### src/rtl/proc_bus_pkg.sv
// Shared types and constants for the two-master processor register-port arbiter.
// Holds the FSM encoding, master ids and the default timeout read data.
package proc_bus_pkg;

  typedef enum logic [1:0] {
    ARB_IDLE   = 2'd0,
    ARB_GRANT0 = 2'd1,
    ARB_GRANT1 = 2'd2
  } arb_state_e;

  localparam logic        MASTER0           = 1'b0;
  localparam logic        MASTER1           = 1'b1;
  localparam logic [31:0] DEFAULT_ERR_RDATA = 32'hDEAD_BEEF;

  function automatic logic other_master(input logic id);
    return ~id;
  endfunction

endpackage

### src/rtl/proc_bus_watchdog.sv
// Stall watchdog: saturating wait counter, expiry compare and registered timeout report.
// expire_o is combinational so the arbiter can terminate the transaction in the same cycle.
module proc_bus_watchdog
  import proc_bus_pkg::*;
#(
  parameter int TIMEOUT = 64
) (
  input  logic clk,
  input  logic reset,
  input  logic clr_i,
  input  logic stall_i,
  input  logic master_i,
  output logic expire_o,
  output logic timeout_pulse_o,
  output logic timeout_master_o
);

  localparam int              CNT_W = $clog2(TIMEOUT);
  localparam logic [CNT_W-1:0] LIMIT = CNT_W'(TIMEOUT - 1);

  logic [CNT_W-1:0] cnt_q, cnt_d;
  logic             pulse_q, pulse_d;
  logic             master_q, master_d;

  assign expire_o = stall_i && (cnt_q == LIMIT);

  always_comb begin
    cnt_d    = cnt_q;
    pulse_d  = expire_o;
    master_d = expire_o ? master_i : master_q;
    if (clr_i) begin
      cnt_d = '0;
    end else if (stall_i && (cnt_q != LIMIT)) begin
      cnt_d = cnt_q + 1'b1;
    end
  end

  // NOTE: sequential state uses non-blocking assignments so every register samples pre-edge values.
  always_ff @(posedge clk or posedge reset) begin
    if (reset) begin
      cnt_q    <= '0;
      pulse_q  <= 1'b0;
      master_q <= MASTER0;
    end else begin
      cnt_q    <= cnt_d;
      pulse_q  <= pulse_d;
      master_q <= master_d;
    end
  end

  assign timeout_pulse_o  = pulse_q;
  assign timeout_master_o = master_q;

endmodule

### src/rtl/proc_bus_arbiter.sv
// Two-master round-robin arbiter for the processor's valid/ready register port.
// The grant is held for a whole transaction; a watchdog ends stalled ones with an error word.
module proc_bus_arbiter
  import proc_bus_pkg::*;
#(
  parameter int                 ADDR_W    = 5,
  parameter int                 DATA_W    = 32,
  parameter int                 TIMEOUT   = 64,
  parameter logic [DATA_W-1:0]  ERR_RDATA = DATA_W'(DEFAULT_ERR_RDATA)
) (
  input  logic                clk,
  input  logic                reset,
  input  logic                m0_valid,
  output logic                m0_ready,
  input  logic [ADDR_W-1:0]   m0_addr,
  input  logic [DATA_W-1:0]   m0_wdata,
  input  logic [DATA_W/8-1:0] m0_wstrb,
  output logic [DATA_W-1:0]   m0_rdata,
  input  logic                m1_valid,
  output logic                m1_ready,
  input  logic [ADDR_W-1:0]   m1_addr,
  input  logic [DATA_W-1:0]   m1_wdata,
  input  logic [DATA_W/8-1:0] m1_wstrb,
  output logic [DATA_W-1:0]   m1_rdata,
  output logic                s_valid,
  input  logic                s_ready,
  output logic [ADDR_W-1:0]   s_addr,
  output logic [DATA_W-1:0]   s_wdata,
  output logic [DATA_W/8-1:0] s_wstrb,
  input  logic [DATA_W-1:0]   s_rdata,
  output logic                timeout_pulse,
  output logic                timeout_master,
  output logic                grant_id,
  output logic                busy
);

  arb_state_e          state_q, state_d;
  logic                prio_q, prio_d;
  logic                granted;
  logic                cur_id;
  logic                sel_valid;
  logic [ADDR_W-1:0]   sel_addr;
  logic [DATA_W-1:0]   sel_wdata;
  logic [DATA_W/8-1:0] sel_wstrb;
  logic                wd_stall;
  logic                wd_expire;
  logic                done;
  logic [DATA_W-1:0]   rsp_data;

  assign granted   = (state_q != ARB_IDLE);
  assign cur_id    = (state_q == ARB_GRANT1) ? MASTER1 : MASTER0;
  assign sel_valid = (cur_id == MASTER1) ? m1_valid : m0_valid;
  assign sel_addr  = (cur_id == MASTER1) ? m1_addr  : m0_addr;
  assign sel_wdata = (cur_id == MASTER1) ? m1_wdata : m0_wdata;
  assign sel_wstrb = (cur_id == MASTER1) ? m1_wstrb : m0_wstrb;

  // Only a live, unanswered request counts as a stall; a withdrawn request just drops the grant.
  assign wd_stall = granted && sel_valid && !s_ready;

  proc_bus_watchdog #(
    .TIMEOUT (TIMEOUT)
  ) u_watchdog (
    .clk              (clk),
    .reset            (reset),
    .clr_i            (!granted),
    .stall_i          (wd_stall),
    .master_i         (cur_id),
    .expire_o         (wd_expire),
    .timeout_pulse_o  (timeout_pulse),
    .timeout_master_o (timeout_master)
  );

  assign done     = granted && (s_ready || wd_expire);
  assign rsp_data = wd_expire ? ERR_RDATA : s_rdata;
  assign busy     = granted;
  assign grant_id = cur_id;

  // NOTE: every combinational output gets a default first so no path can infer a latch.
  always_comb begin
    state_d  = state_q;
    prio_d   = prio_q;
    s_valid  = 1'b0;
    s_addr   = '0;
    s_wdata  = '0;
    s_wstrb  = '0;
    m0_ready = 1'b0;
    m1_ready = 1'b0;
    m0_rdata = '0;
    m1_rdata = '0;

    unique case (state_q)
      ARB_IDLE: begin
        if (m0_valid && m1_valid) begin
          state_d = (prio_q == MASTER1) ? ARB_GRANT1 : ARB_GRANT0;
        end else if (m0_valid) begin
          state_d = ARB_GRANT0;
        end else if (m1_valid) begin
          state_d = ARB_GRANT1;
        end
      end
      ARB_GRANT0, ARB_GRANT1: begin
        s_valid = sel_valid && !wd_expire;
        s_addr  = sel_addr;
        s_wdata = sel_wdata;
        s_wstrb = sel_wstrb;
        if (cur_id == MASTER1) begin
          m1_ready = done;
          m1_rdata = rsp_data;
        end else begin
          m0_ready = done;
          m0_rdata = rsp_data;
        end
        // Completion hands priority to the other master; a withdrawal leaves it untouched.
        if (done) begin
          state_d = ARB_IDLE;
          prio_d  = other_master(cur_id);
        end else if (!sel_valid) begin
          state_d = ARB_IDLE;
        end
      end
      default: state_d = ARB_IDLE;
    endcase
  end

  always_ff @(posedge clk or posedge reset) begin
    if (reset) begin
      state_q <= ARB_IDLE;
      prio_q  <= MASTER0;
    end else begin
      state_q <= state_d;
      prio_q  <= prio_d;
    end
  end

endmodule

### config.mk
export PLATFORM = sky130hd
export DESIGN_NAME = proc_bus_arbiter
export DESIGN_NICKNAME = d
export VERILOG_FILES = /design/src/rtl/proc_bus_pkg.sv /design/src/rtl/proc_bus_watchdog.sv /design/src/rtl/proc_bus_arbiter.sv
export SDC_FILE = /design/constraint.sdc
export NUM_CORES = 1
export LEC_CHECK = 0
export BUFFER_PORTS_ARGS = -buffer_cell sky130_fd_sc_hd__buf_2
export CAP_MARGIN = 10
export CELL_PAD_IN_SITES_DETAIL_PLACEMENT = 2
export CELL_PAD_IN_SITES_GLOBAL_PLACEMENT = 2
export CORE_MARGIN = 3
export CORE_UTILIZATION = 11
export CTS_CLUSTER_DIAMETER = 80
export DETAILED_ROUTE_END_ITERATION = 16
export PLACE_DENSITY_LB_ADDON = 0.05
export SETUP_SLACK_MARGIN = 0.2
export SLEW_MARGIN = 10
export SYNTH_ARGS = -nofsm -noshare
export SYNTH_HDL_FRONTEND = slang
export SYNTH_SLANG_ARGS = --single-unit
### constraint.sdc
create_clock -name clk -period 2 [get_ports clk]
set_clock_uncertainty 0.05 [all_clocks]
set_input_delay 0.4 -clock clk [delete_from_list [all_inputs] [get_ports clk]]
set_output_delay 0.4 -clock clk [all_outputs]
set_load 0.005 [all_outputs]
======== Word level (Yosys, flattened, before mapping) ========
Cells that the tools add are included.
operators by class
  add/sub/neg operators ................... 1
  multiply operators ...................... 0
  div/mod/pow operators ................... 0
  $lt $le $gt $ge ......................... 0
  equal/unequal tests ..................... 7
  shift-type cells ........................ 0
  mux-type cells .......................... 27
  bitwise gates (word level) .............. 1
  reduce and logical (&&, ||, !) cells .... 15
operators by type and width
  kind                 number
  $mux 32              7
  $mux 2               6
  $mux 6               2
  $mux 5               2
  $mux 4               2
  $logic_and 1x1->1    7
  $mux 1               7
  $add 6x1->6 const B  1
  $eq 6x6->1 const B   1
  $ne 6x6->1 const B   1
  $ne 4x4->1 const B   1
  $pmux 2 s2           1
  $reduce_and 2->1     2
  $ne 3x3->1 const B   1
  $eq 2x1->1 const B   1
  $eq 2x2->1 const B   1
  $logic_not 1->1      2
  $logic_not 2->1      1
  $ne 2x1->1 const B   1
  $reduce_bool 2->1    1
  $reduce_or 2->1      1
  $logic_or 1x1->1     1
  $not 1->1            1
storage, ports and cells
  register bits ........................... 11
  bits in latches ......................... 0
  RAM bits ................................ 0
  bits in read-only memories .............. 0
  bits of input ports ..................... 119
  output and inout bits ................... 112
  memories kept ........................... 0

======== Depth between registers and ports, before layout ========
Gate-level depths: netlist (run 1).
  depth in word-level cells ............... 10
  depth in mapped cells ................... 10

======== Hierarchy ========
From an unflattened synthesis (run 1), not the netlist that was laid out.
second synthesis, totals
  cells, all modules ...................... 272
  area, all modules ....................... 1,845.5 µm²
modules (own cells, without submodules)
  module             instances  cells each  area an instance (µm²)  seq. area each (µm²)
  proc_bus_arbiter   1          227         1,408.9                 75.1
  proc_bus_watchdog  1          45          436.7                   200.2

======== Least setup slack after synthesis (run 1) ========
Ideal clock, no wire load.
  path kind ............................... register to output
  start point ............................. reg state_q[0]
  end point ............................... out m0_rdata[10]
  arrival ................................. 1.710 ns
  required time ........................... 1.550 ns
  setup slack ............................. -0.160 ns
  stages on the path, launching flop included .. 10
  path buffers ............................ 2
  cell sequence ........................... dfrtp_1 > inv_1 > ha_1 > mux2_4 > nand3_1 > inv_2 > buf_4 > buf_4 > nor2_1 > nor2_1
between the ends
  cells in the longest elaborated chain, start to end .. 9
  elaborated cells on any way between the ends .. 12
  those cells by class .................... eq/ne (2); mux (5); reduce/logical (5)
ends and longest elaborated chain
  element                         RTL line                 text
  from (decl)                     proc_bus_arbiter.sv:37   arb_state_e state_q, state_d;
  from (signal assigned)          proc_bus_arbiter.sv:130  state_q <= state_d;
  $eq 2x2->1 *                    proc_bus_arbiter.sv:51   assign cur_id = (state_q == ARB_GRANT1) ? MASTER1 : MASTER0;
  $mux 1 *                        proc_bus_arbiter.sv:51
  named net grant_id              proc_bus_arbiter.sv:33   output logic grant_id,
  $mux 1                          proc_bus_arbiter.sv:52   assign sel_valid = (cur_id == MASTER1) ? m1_valid : m0_valid;
  $logic_and 1x1->1 (2 in a row)  proc_bus_arbiter.sv:58   assign wd_stall = granted && sel_valid && !s_ready;
  $logic_and 1x1->1               proc_bus_watchdog.sv:25  assign expire_o = stall_i && (cnt_q == LIMIT);
  $mux 32                         proc_bus_arbiter.sv:74   assign rsp_data = wd_expire ? ERR_RDATA : s_rdata;
  $mux 32 *                       proc_bus_arbiter.sv:106  if (cur_id == MASTER1) begin
  $mux 32 *                       proc_bus_arbiter.sv:91   unique case (state_q)
  to (decl)                       proc_bus_arbiter.sv:18   output logic [DATA_W-1:0] m0_rdata,
Mark *: on every way through the listed nets, which the timed path passes. The rest lies on a longest branch.

======== Worst setup path after layout (run 1) ========
  start point ............................. reg state_q[0]
  end point ............................... out m0_rdata[31]
between the ends
  cells in the longest elaborated chain, start to end .. 9
  elaborated cells on any way between the ends .. 12
  those cells by class .................... eq/ne (2); mux (5); reduce/logical (5)
ends and longest elaborated chain
  element                         RTL line
  $eq 2x2->1                      proc_bus_arbiter.sv:51, proc_bus_arbiter.sv:91
  $mux 1                          proc_bus_arbiter.sv:51
  $mux 1                          proc_bus_arbiter.sv:52
  $logic_and 1x1->1 (2 in a row)  proc_bus_arbiter.sv:58
  $logic_and 1x1->1               proc_bus_watchdog.sv:25
  $mux 32                         proc_bus_arbiter.sv:74
  $mux 32                         proc_bus_arbiter.sv:106
  $mux 32 *                       proc_bus_arbiter.sv:91
Mark *: on every way between the ends. The rest lies on a longest branch, timed or not.

==> results of run 1 <==
through the flow:
| stage | worst slack [ps] | std cells |
|---|---|---|
| 3_5_place_dp | -108 | 673 |
| 2_1_floorplan | 102 | 258 |
| 3_3_place_gp | -92.1 | 673 |
| 6_report | -228 | 709 |
| 5_1_grt | -315 | 709 |
| 4_1_cts | -198 | 701 |
area by class of cell:
type,instances,share of cell area (%)
repair buffers,281,44.1
diodes,1,0.0574
multi-input cells,221,41.4
clock buffers,4,1.81
flip-flops and latches,11,6.31
well taps,184,5.28
inverters,7,1.12
metal layers:
metal / part of all wire, % / track usage (%)
met5: 0 / 0
met4: 1.5 / 2.35
met3: 9.5 / 5.03
met2: 53 / 26.3
met1: 36 / 14.9
flip-flops by register name, summed over array words and instances (netlist names):
register                     count
prio_q                           1
u_watchdog.timeout_master_o      1
u_watchdog.timeout_pulse_o       1
state_q                          2
u_watchdog.cnt_q                 6
where the power goes:
part / internal [mW] / switching, mW / total (mW)
clock network: 0.268 / 0.106 / 0.375
registers: 0.258 / 0.0263 / 0.284
logic: 2.65 / 2.25 / 4.90
total: 3.17 / 2.39 / 5.56
cells by family (layout without fill, tap and decap cells):
family / count (synthesis) / after routing / synth area share, %
flip-flops: 11 / 11 / 16.5
buffers and inverters: 26 / 292 / 6.76
other: 0 / 1 / 0
XOR/XNOR: 1 / 1 / 0.526
multiplexers: 47 / 47 / 28.6
AO/OA/AOI/OAI: 14 / 14 / 6.16
AND/OR/NAND/NOR: 156 / 156 / 39.2
adder cells (fa/ha/maj): 3 / 3 / 2.25
how the worst max path moves through the flow:
stage,from,end,slack (ps),cells past startpoint
final,state_q[0]$_DFFE_PP0P_,m0_rdata[31],-230,10
after global routing,state_q[0]$_DFFE_PP0P_,m0_rdata[28],-310,10
after CTS,state_q[0]$_DFFE_PP0P_,s_wdata[31],-200,7
after detailed placement,state_q[0]$_DFFE_PP0P_,m1_rdata[22],-110,6
after global placement,state_q[0]$_DFFE_PP0P_,m1_rdata[22],-90,6
after floorplan,state_q[0]$_DFFE_PP0P_,m0_rdata[10],100,9
cell usage in the layout, fill, tap and decap left out, types with 2 or more instances in the layout:
master	instances
mux2i_4	8
mux2i_1	31
buf_16	9
ha_4	2
nand2_1	4
inv_1	2
nand3_1	3
buf_2	225
buf_6	12
buf_12	8
and3_1	16
mux2i_2	6
nor2_4	31
inv_2	2
clkbuf_16	5
dfrtp_1	11
nor2_2	27
buf_4	23
buf_8	2
nor2_1	64
what timing repair did:
action | 4_1_cts | 5_1_grt
gates resized for setup | 96 | 58
hold buffers | 0 | 0
pin swaps | 6 | 17
setup endpoints to repair | 113 | 116
setup buffers | 16 | 4
cloned | 8 | 3
==> results.ini, run 1 <==
[place]
placed_cell_area_um2=3230
dp_hpwl_um=9080
portBuffers=230
globalplace.congestion=0.726

[route]
num_vias=2944
viasPerCell=4.15
detail_route.wirelength_um=12600
drt_pass1_iterations=4
drtIter0Drc=34
drc_errors=0
final_antenna_net_count=0
wl_per_cell_um=17.7

[setup_path]
crit_path_end_kind=output port
cp.arrival_ps=1780
r2r_setup_slack_ps=-50
crit_top_cell=nor2_4
crit_chain=inv_2 -> buf_4 -> ha_4 -> nor2_4 -> nand3_4 -> inv_8 -> buf_12 -> nor2_4 -> nor2_1 -> buf_2
crit_family=buffers and inverters
crit_slowest_cell=dfrtp_1
rr_startpoint=state_q[1]$_DFFE_PP0P_
r2r_cells=10
critPathBufInv=5
worstSetupPathType=reg2out
critical_path_required_ps=1550
slowest_delay_ps=360
r2r_end=u_watchdog.cnt_q[4]$_DFFE_PP0P_
start_kind=flop
crit_fanout=9

[yosys]
syn_nets=380
synth_top_area_share_pct=27.5
synth.area.top_cells=nor2_1 (27%), mux2i_1 (27%), dfrtp_1 (17%), and3_1 (6.0%), clkbuf_1 (2.3%)
ys_ff_latch=11
synthesis.area_um2=1670
ys_types=35
yosysMostFrequentCell=nor2_1
yosysWarnings=0
syn_inst=258
synthFlopType=dfrtp_1
avgSynthCellArea_um2=6.46
synth-edff-count=0
netlist_top_cells_count=nor2_1 (122), mux2i_1 (45), and3_1 (16)
synthArstFlopShare_pct=100
yosysTopAreaCell=nor2_1
seq_area_frac_synth_pct=16.5

[floorplanning]
rows=44
start_util_pct=11.3
die_h_um=129
io_pins=231
dieWidth_um=129
core_um2=14700
die_area_um2=16700

[sta]
setup_viol=111
fin_ws_ps=-228
maxSlewViolCount=0
finalSetupTns_ps=-18090
fin_crit_ps=2230
final-hold-violation-count=0
period_share_pct=111
timing.fmax_ghz=0.449
slew_headroom_pct=64.0
worstMarginPinSlew_ps=539
fin_hold_ws_ps=153
rsz0062_at_grt=yes

[clocking]
cts_buffers=3
clock_sinks=11
cts.reportedPaths.clkPinSlew_ps=40
cts_buffer_depth=2
cts_htree_levels=1
root_buffer=clkbuf_16
insertion_delay_ps=240
cts_tree=done

[grt]
grt_max_degree=27
antenna_found_initial=1
grt_pass1_wl_um=18100
grt_pass1_vias=3207
grt_overflow=0
grt_use_total_pct=13.9

[cells_and_area]
multi_input_area_um2=1800
fillerInstances=1731
drive_above_1_share_pct=72.5
fin_util_pct=29.7
synthToLayoutAreaGrowth_pct=162
regArea_um2=275
finalNetCount=647
design_area_um2=4360

[power_and_ir_drop]
total_power_mw=5.56
power_leakage_nw=2.25
power_density_nw_per_um2=1270
ir_drop_uv=448

[worst_hold_path]
min_path_type=in2async

[outcome]
status=finished, violations left
violations=setup timing

[job]
cap_viol_max_count=0

(Power assumes the default switching activity.)
==> run 2, diff against run 1 <==
- BUFFER_PORTS_ARGS: -buffer_cell sky130_fd_sc_hd__buf_2 -> not set
- CORE_UTILIZATION: 11 -> 23
- DONT_BUFFER_PORTS: not set -> 1
==> run 2 against run 1 <==
  * Clock power decreased by 36%
  * Highest routed layer unchanged
  * Largest power group unchanged
  * Flip-flop and latch count did not move
  * Critical path type unchanged
  * Combinational power is 20% lower
  * The run still ends with setup timing left
==> results.ini, run 2 (same netlist as run 1, synthesis figures left out) <==
[power_and_ir_drop]
total_power_mw=4.43
seqPwrFrac_pct=6.4
intPower_mw=2.32
pwr-share-clk_pct=5.4
combPwrFrac_pct=88.1
ir_drop_uv=761
power_density_nw_per_um2=1410
power_leakage_nw=1.18
netSwitchingPower_mw=2.11
sw_frac_of_total_pct=47.6

[grt]
grt_max_degree=25
grt_pass1_wl_um=13100
grt_pass1_vias=2185
grt_use_total_pct=20.0
antenna_found_initial=0
grt_overflow=0

[clocking]
cts_buffers=3
clock_sinks=11
insertion_delay_ps=250
root_buffer=clkbuf_8
cts_tree=done
cts.reportedPaths.clkPinSlew_ps=60
cts_buffer_depth=2
cts_htree_levels=1

[setup_path]
cp.arrival_ps=1740
crit_fanout=12
crit_path_end_kind=output port
start_kind=flop
worstSetupPathType=reg2out
rr_startpoint=state_q[0]$_DFFE_PP0P_
critical_path_required_ps=1550
cp-startpoint=state_q[0]$_DFFE_PP0P_
r2r_cells=8

[cells_and_area]
top_register=u_watchdog.cnt_q
drive_above_1_share_pct=65.3
fin_util_pct=45.4
synthToLayoutAreaGrowth_pct=88.2
finalNetCount=417
diodes=0
layout.cells.non_filler=390
final_cell_mix=nor2_2 (57), nor2_4 (33), nor2_1 (32)
fillerInstances=756
largest_reg_flops=6
largestRegisters=u_watchdog.cnt_q: 6 flops, state_q: 2 flops
mostFrequentLayoutCell=nor2_2

[route]
drtIter0Drc=76
detail_route.wirelength_um=9430
num_vias=2079
wl_per_cell_um=24.2
drt_pass1_iterations=4
final_antenna_net_count=0
viasPerCell=5.33
drc_errors=0

[worst_hold_path]
min_path_type=in2async

[floorplanning]
start_util_pct=24.1
dieWidth_um=91.1
rows=30
core_um2=6910
die_area_um2=8300
die_h_um=91.1
io_pins=231

[sta]
final-hold-violation-count=0
rsz0062_at_grt=yes
fin_ws_ps=-195
slew_headroom_pct=68.1
worstMarginPinSlew_ps=478
period_share_pct=110
finalSetupTns_ps=-11610
maxSlewViolCount=0
setup_viol=103
timing.fmax_ghz=0.456
fin_crit_ps=2190

[outcome]
violations=setup timing
status=finished, violations left

[job]
cap_viol_max_count=0

[place]
dp_cells=357
globalplace.congestion=0.765
portBuffers=0
dp_hpwl_um=6220

run 2: cell types whose count changed in the layout (fill, tap and decap cells not counted), sizes merged:
cell,previous run,this run
buf,279,49
diode,1,0
run 2: worst paths after layout:
kind                                                      endpoint  slack [ps]
max                                                   m0_rdata[19]        -190
min                                u_watchdog.cnt_q[2]$_DFFE_PP0P_           4
max reg2reg                                 state_q[1]$_DFFE_PP0P_          60
min reg2reg                                     prio_q$_DFFE_PP0P_         470
max in group asynchronous  u_watchdog.timeout_master_o$_DFFE_PP0P_        1570
min in group clk                            state_q[1]$_DFFE_PP0P_         190
run 2: through the flow:
| step | instance area, um2 | setup WS [ps] | hold WS, ps |
|---|---|---|---|
| 2_1_floorplan | 1750 | 102 | 202 |
| 3_5_place_dp | 1990 | -16.1 | 291 |
| 6_report | 3140 | -195 | 3.95 |
| 5_1_grt | 3140 | -268 | 40.3 |
| 3_3_place_gp | 1990 | 29.6 | 291 |
| 4_1_cts | 2830 | -147 | 28.1 |
run 2: power by group through the flow:
stage / Combinational [mW] / Sequential (mW) / Clock (mW)
after CTS: 3.53 / 0.284 / 0.241
after floorplan: 1.45 / 0.284 / 0
final: 3.90 / 0.285 / 0.240
after global routing: 4.15 / 0.291 / 0.254
after global placement: 2.12 / 0.286 / 0
after detailed placement: 2.13 / 0.288 / 0
run 2: metal layers:
metal / vias up / track usage, % / part of all wire [%]
met4: 0 / 5.65 / 1.8
met2: 114 / 39.7 / 57
met5: - / 0 / 0
li1: 936 / - / -
met1: 1016 / 21.1 / 35
met3: 13 / 3.56 / 6.1
run 2: repair_timing:
action                                  4_1_cts  5_1_grt
setup buffers                                10        7
resized for setup                           134       52
hold buffers                                  0        0
pin swaps                                     7       13
endpoints found under the setup margin      111      118
gates cloned                                  9        3
run 2: area by class of cell:
type	count	area [um2]	area share, %
inverter	7	46.3	1.48
clock buffer	4	45.0	1.44
timing repair buffer	51	722	23.0
multi-input combinational	221	1930	61.5
sequential	11	275	8.78
tap	96	120	3.83
run 2: critical path: stages (launching register included):
cell and delay (ps):
dfrtp_1 390, inv_2 110, ha_4 160, mux2_4 320
nand3_4 90, inv_6 50, buf_12 160, nor2_4 120
nor2_1 90
==> run 3, diff against run 2 <==
- ABC_AREA: not set -> 1
- CORE_UTILIZATION: 23 -> 21
==> run 3 against run 2 <==
  * The flow still finishes with violations (setup timing)
  * Design area increased by 8.8%
  * Count of clock-buffer cells in the layout unchanged
  * Hold slack improved by 7.6 ps
  * Wire length increased by 16%
  * Cell count increased by 18%
  * Largest power group unchanged
==> results.ini, run 3 <==
[clocking]
cts_buffer_depth=2
cts_htree_levels=1
root_buffer=clkbuf_8
cts-hold-fix-buffers=0
clock_sinks=11
cts_buffers=3
cts_tree=done
insertion_delay_ps=240
cts.reportedPaths.clkPinSlew_ps=60

[job]
cap_viol_max_count=0

[sta]
final-hold-violation-count=0
maxSlewViolCount=0
rsz0062_at_grt=yes
period_share_pct=106
setup_viol=75
worstMarginPinSlew_ps=484
timing.fmax_ghz=0.473
slew_headroom_pct=67.7
fin_ws_ps=-115
fin_crit_ps=2120

[route]
drt_pass1_iterations=4
drtIter0Drc=58
num_vias=2440
final_antenna_net_count=0
drc_errors=0
wl_per_cell_um=23.6
viasPerCell=5.28
detail_route.wirelength_um=10900

[cells_and_area]
mostFrequentLayoutCell=nand2_1
top_register=u_watchdog.cnt_q
finalNetCount=486
largest_reg_flops=6
largestRegisters=u_watchdog.cnt_q: 6 flops, state_q: 2 flops
diodes=0
layout.cells.non_filler=462
final_cell_mix=nand2_1 (76), nor2_2 (48), nor2_4 (43)
fillerInstances=815
drive_above_1_share_pct=66.7
synthToLayoutAreaGrowth_pct=109

[yosys]
synthArstFlopShare_pct=100
ys_ff_latch=11
synthesis.area_um2=1640
avgSynthCellArea_um2=5.00
yosysWarnings=0
yosysTopAreaCell=nand2_1
synth_top_area_share_pct=25.9
seq_area_frac_synth_pct=16.8
yosysMostFrequentCell=nand2_1
syn_nets=449
synth-edff-count=0
synth.area.top_cells=nand2_1 (26%), nor2_1 (22%), dfrtp_1 (17%), a21oi_1 (14%), clkbuf_1 (3.2%)
netlist_top_cells_count=nand2_1 (113), nor2_1 (96), a21oi_1 (45)
ys_types=27
syn_inst=327
synthFlopType=dfrtp_1

[grt]
grt_max_degree=33
grt_use_total_pct=17.6
antenna_found_initial=0
grt_pass1_wl_um=12500
grt_overflow=0
grt_pass1_vias=2353

[place]
globalplace.congestion=0.725
dp_hpwl_um=6830
dp_cells=423
place_ws_ps=-11.4
portBuffers=0

[floorplanning]
io_pins=231
die_h_um=94.2
die_area_um2=8880
rows=31
dieWidth_um=94.2
start_util_pct=22.1
core_um2=7410

[setup_path]
cp.arrival_ps=1670
worstSetupPathType=reg2out
cp-startpoint=state_q[0]$_DFFE_PP0P_
crit_fanout=8
start_kind=flop
rr_startpoint=state_q[0]$_DFFE_PP0P_
critical_path_required_ps=1550
crit_path_end_kind=output port
r2r_cells=12

[outcome]
violations=setup timing
status=finished, violations left

[power_and_ir_drop]
ir_drop_uv=541
power_leakage_nw=1.28
power_density_nw_per_um2=1520

[worst_hold_path]
min_path_type=in2async

==> run 3: cells by family (layout without fill, tap and decap cells) <==
logic type | Yosys count | count (layout) | share of synthesized area, %
buf+inv | 36 | 72 | 9.79
xor+xnor | 2 | 2 | 1.07
fa+ha+maj | 3 | 3 | 2.30
compound gates | 51 | 51 | 16.1
simple gates | 224 | 224 | 53.9
flops | 11 | 11 | 16.8
==> run 3: report_power, final <==
group / internal [mW] / switching, mW
combinational: 2.06 / 2.59
clock: 0.141 / 0.0913
sequential: 0.260 / 0.0353
total: 2.46 / 2.72
==> run 3: layout make-up <==
cell class | instances | area [um2] | area share [%]
Timing Repair Buffer | 54 | 769 | 22.6
Clock buffer | 4 | 45.0 | 1.32
Multi-Input combinational cell | 280 | 2120 | 62.1
Inverter | 14 | 80.1 | 2.35
Sequential cell | 11 | 275 | 8.07
Tap cell | 99 | 124 | 3.63
==> run 3: path summary, 6_finish.rpt <==
path                                          end  slack [ps]
max                                   m0_rdata[1]        -120
min                        state_q[1]$_DFFE_PP0P_          10
max reg2reg                state_q[0]$_DFFE_PP0P_         260
min reg2reg                    prio_q$_DFFE_PP0P_         490
max in group asynchronous  state_q[0]$_DFFE_PP0P_        1560
min in group clk           state_q[0]$_DFFE_PP0P_         400
==> run 3: worst max-delay path, cell delays in order (launching register included) <==
cell and delay, ps:
dfrtp_1 360, inv_2 60, buf_4 140, ha_4 170, nor2_4 110, nand3_4 140
clkinv_8 110, clkbuf_16 160, nor2_4 40, nor2_2 130
==> run 3: repair_timing <==
action / CTS / global route
pin swaps: 14 / 32
buffers inserted: 9 / 13
resized for setup: 122 / 155
endpoints found under the hold margin: 0 / 0
endpoints found under the setup margin: 110 / 116
cloned: 2 / 11
==> run 3: layer usage <==
layer | wire length (um) | global-route usage (%)
met1 | 3910 | 19.4
met2 | 6100 | 33.7
met3 | 716 | 4.65
met4 | 164 | 3.37
met5 | 0 | 0
==> run 3: per-stage QoR <==
step | TNS (ps) | util [%] | hold slack (ps) | power (mW) | cell area, um2
final | -4670 | 46.1 | 11.5 | 5.18 | 3410
after global routing | -11070 | 46.1 | 38.4 | 5.53 | 3410
after CTS | -4040 | 32.9 | 27.3 | 3.48 | 2440
after detailed placement | -11.4 | 25.3 | 293 | 2.58 | 1870
after global placement | 0 | 25.3 | 291 | 2.56 | 1870
after floorplan | 0 | - | 202 | 1.80 | 1660
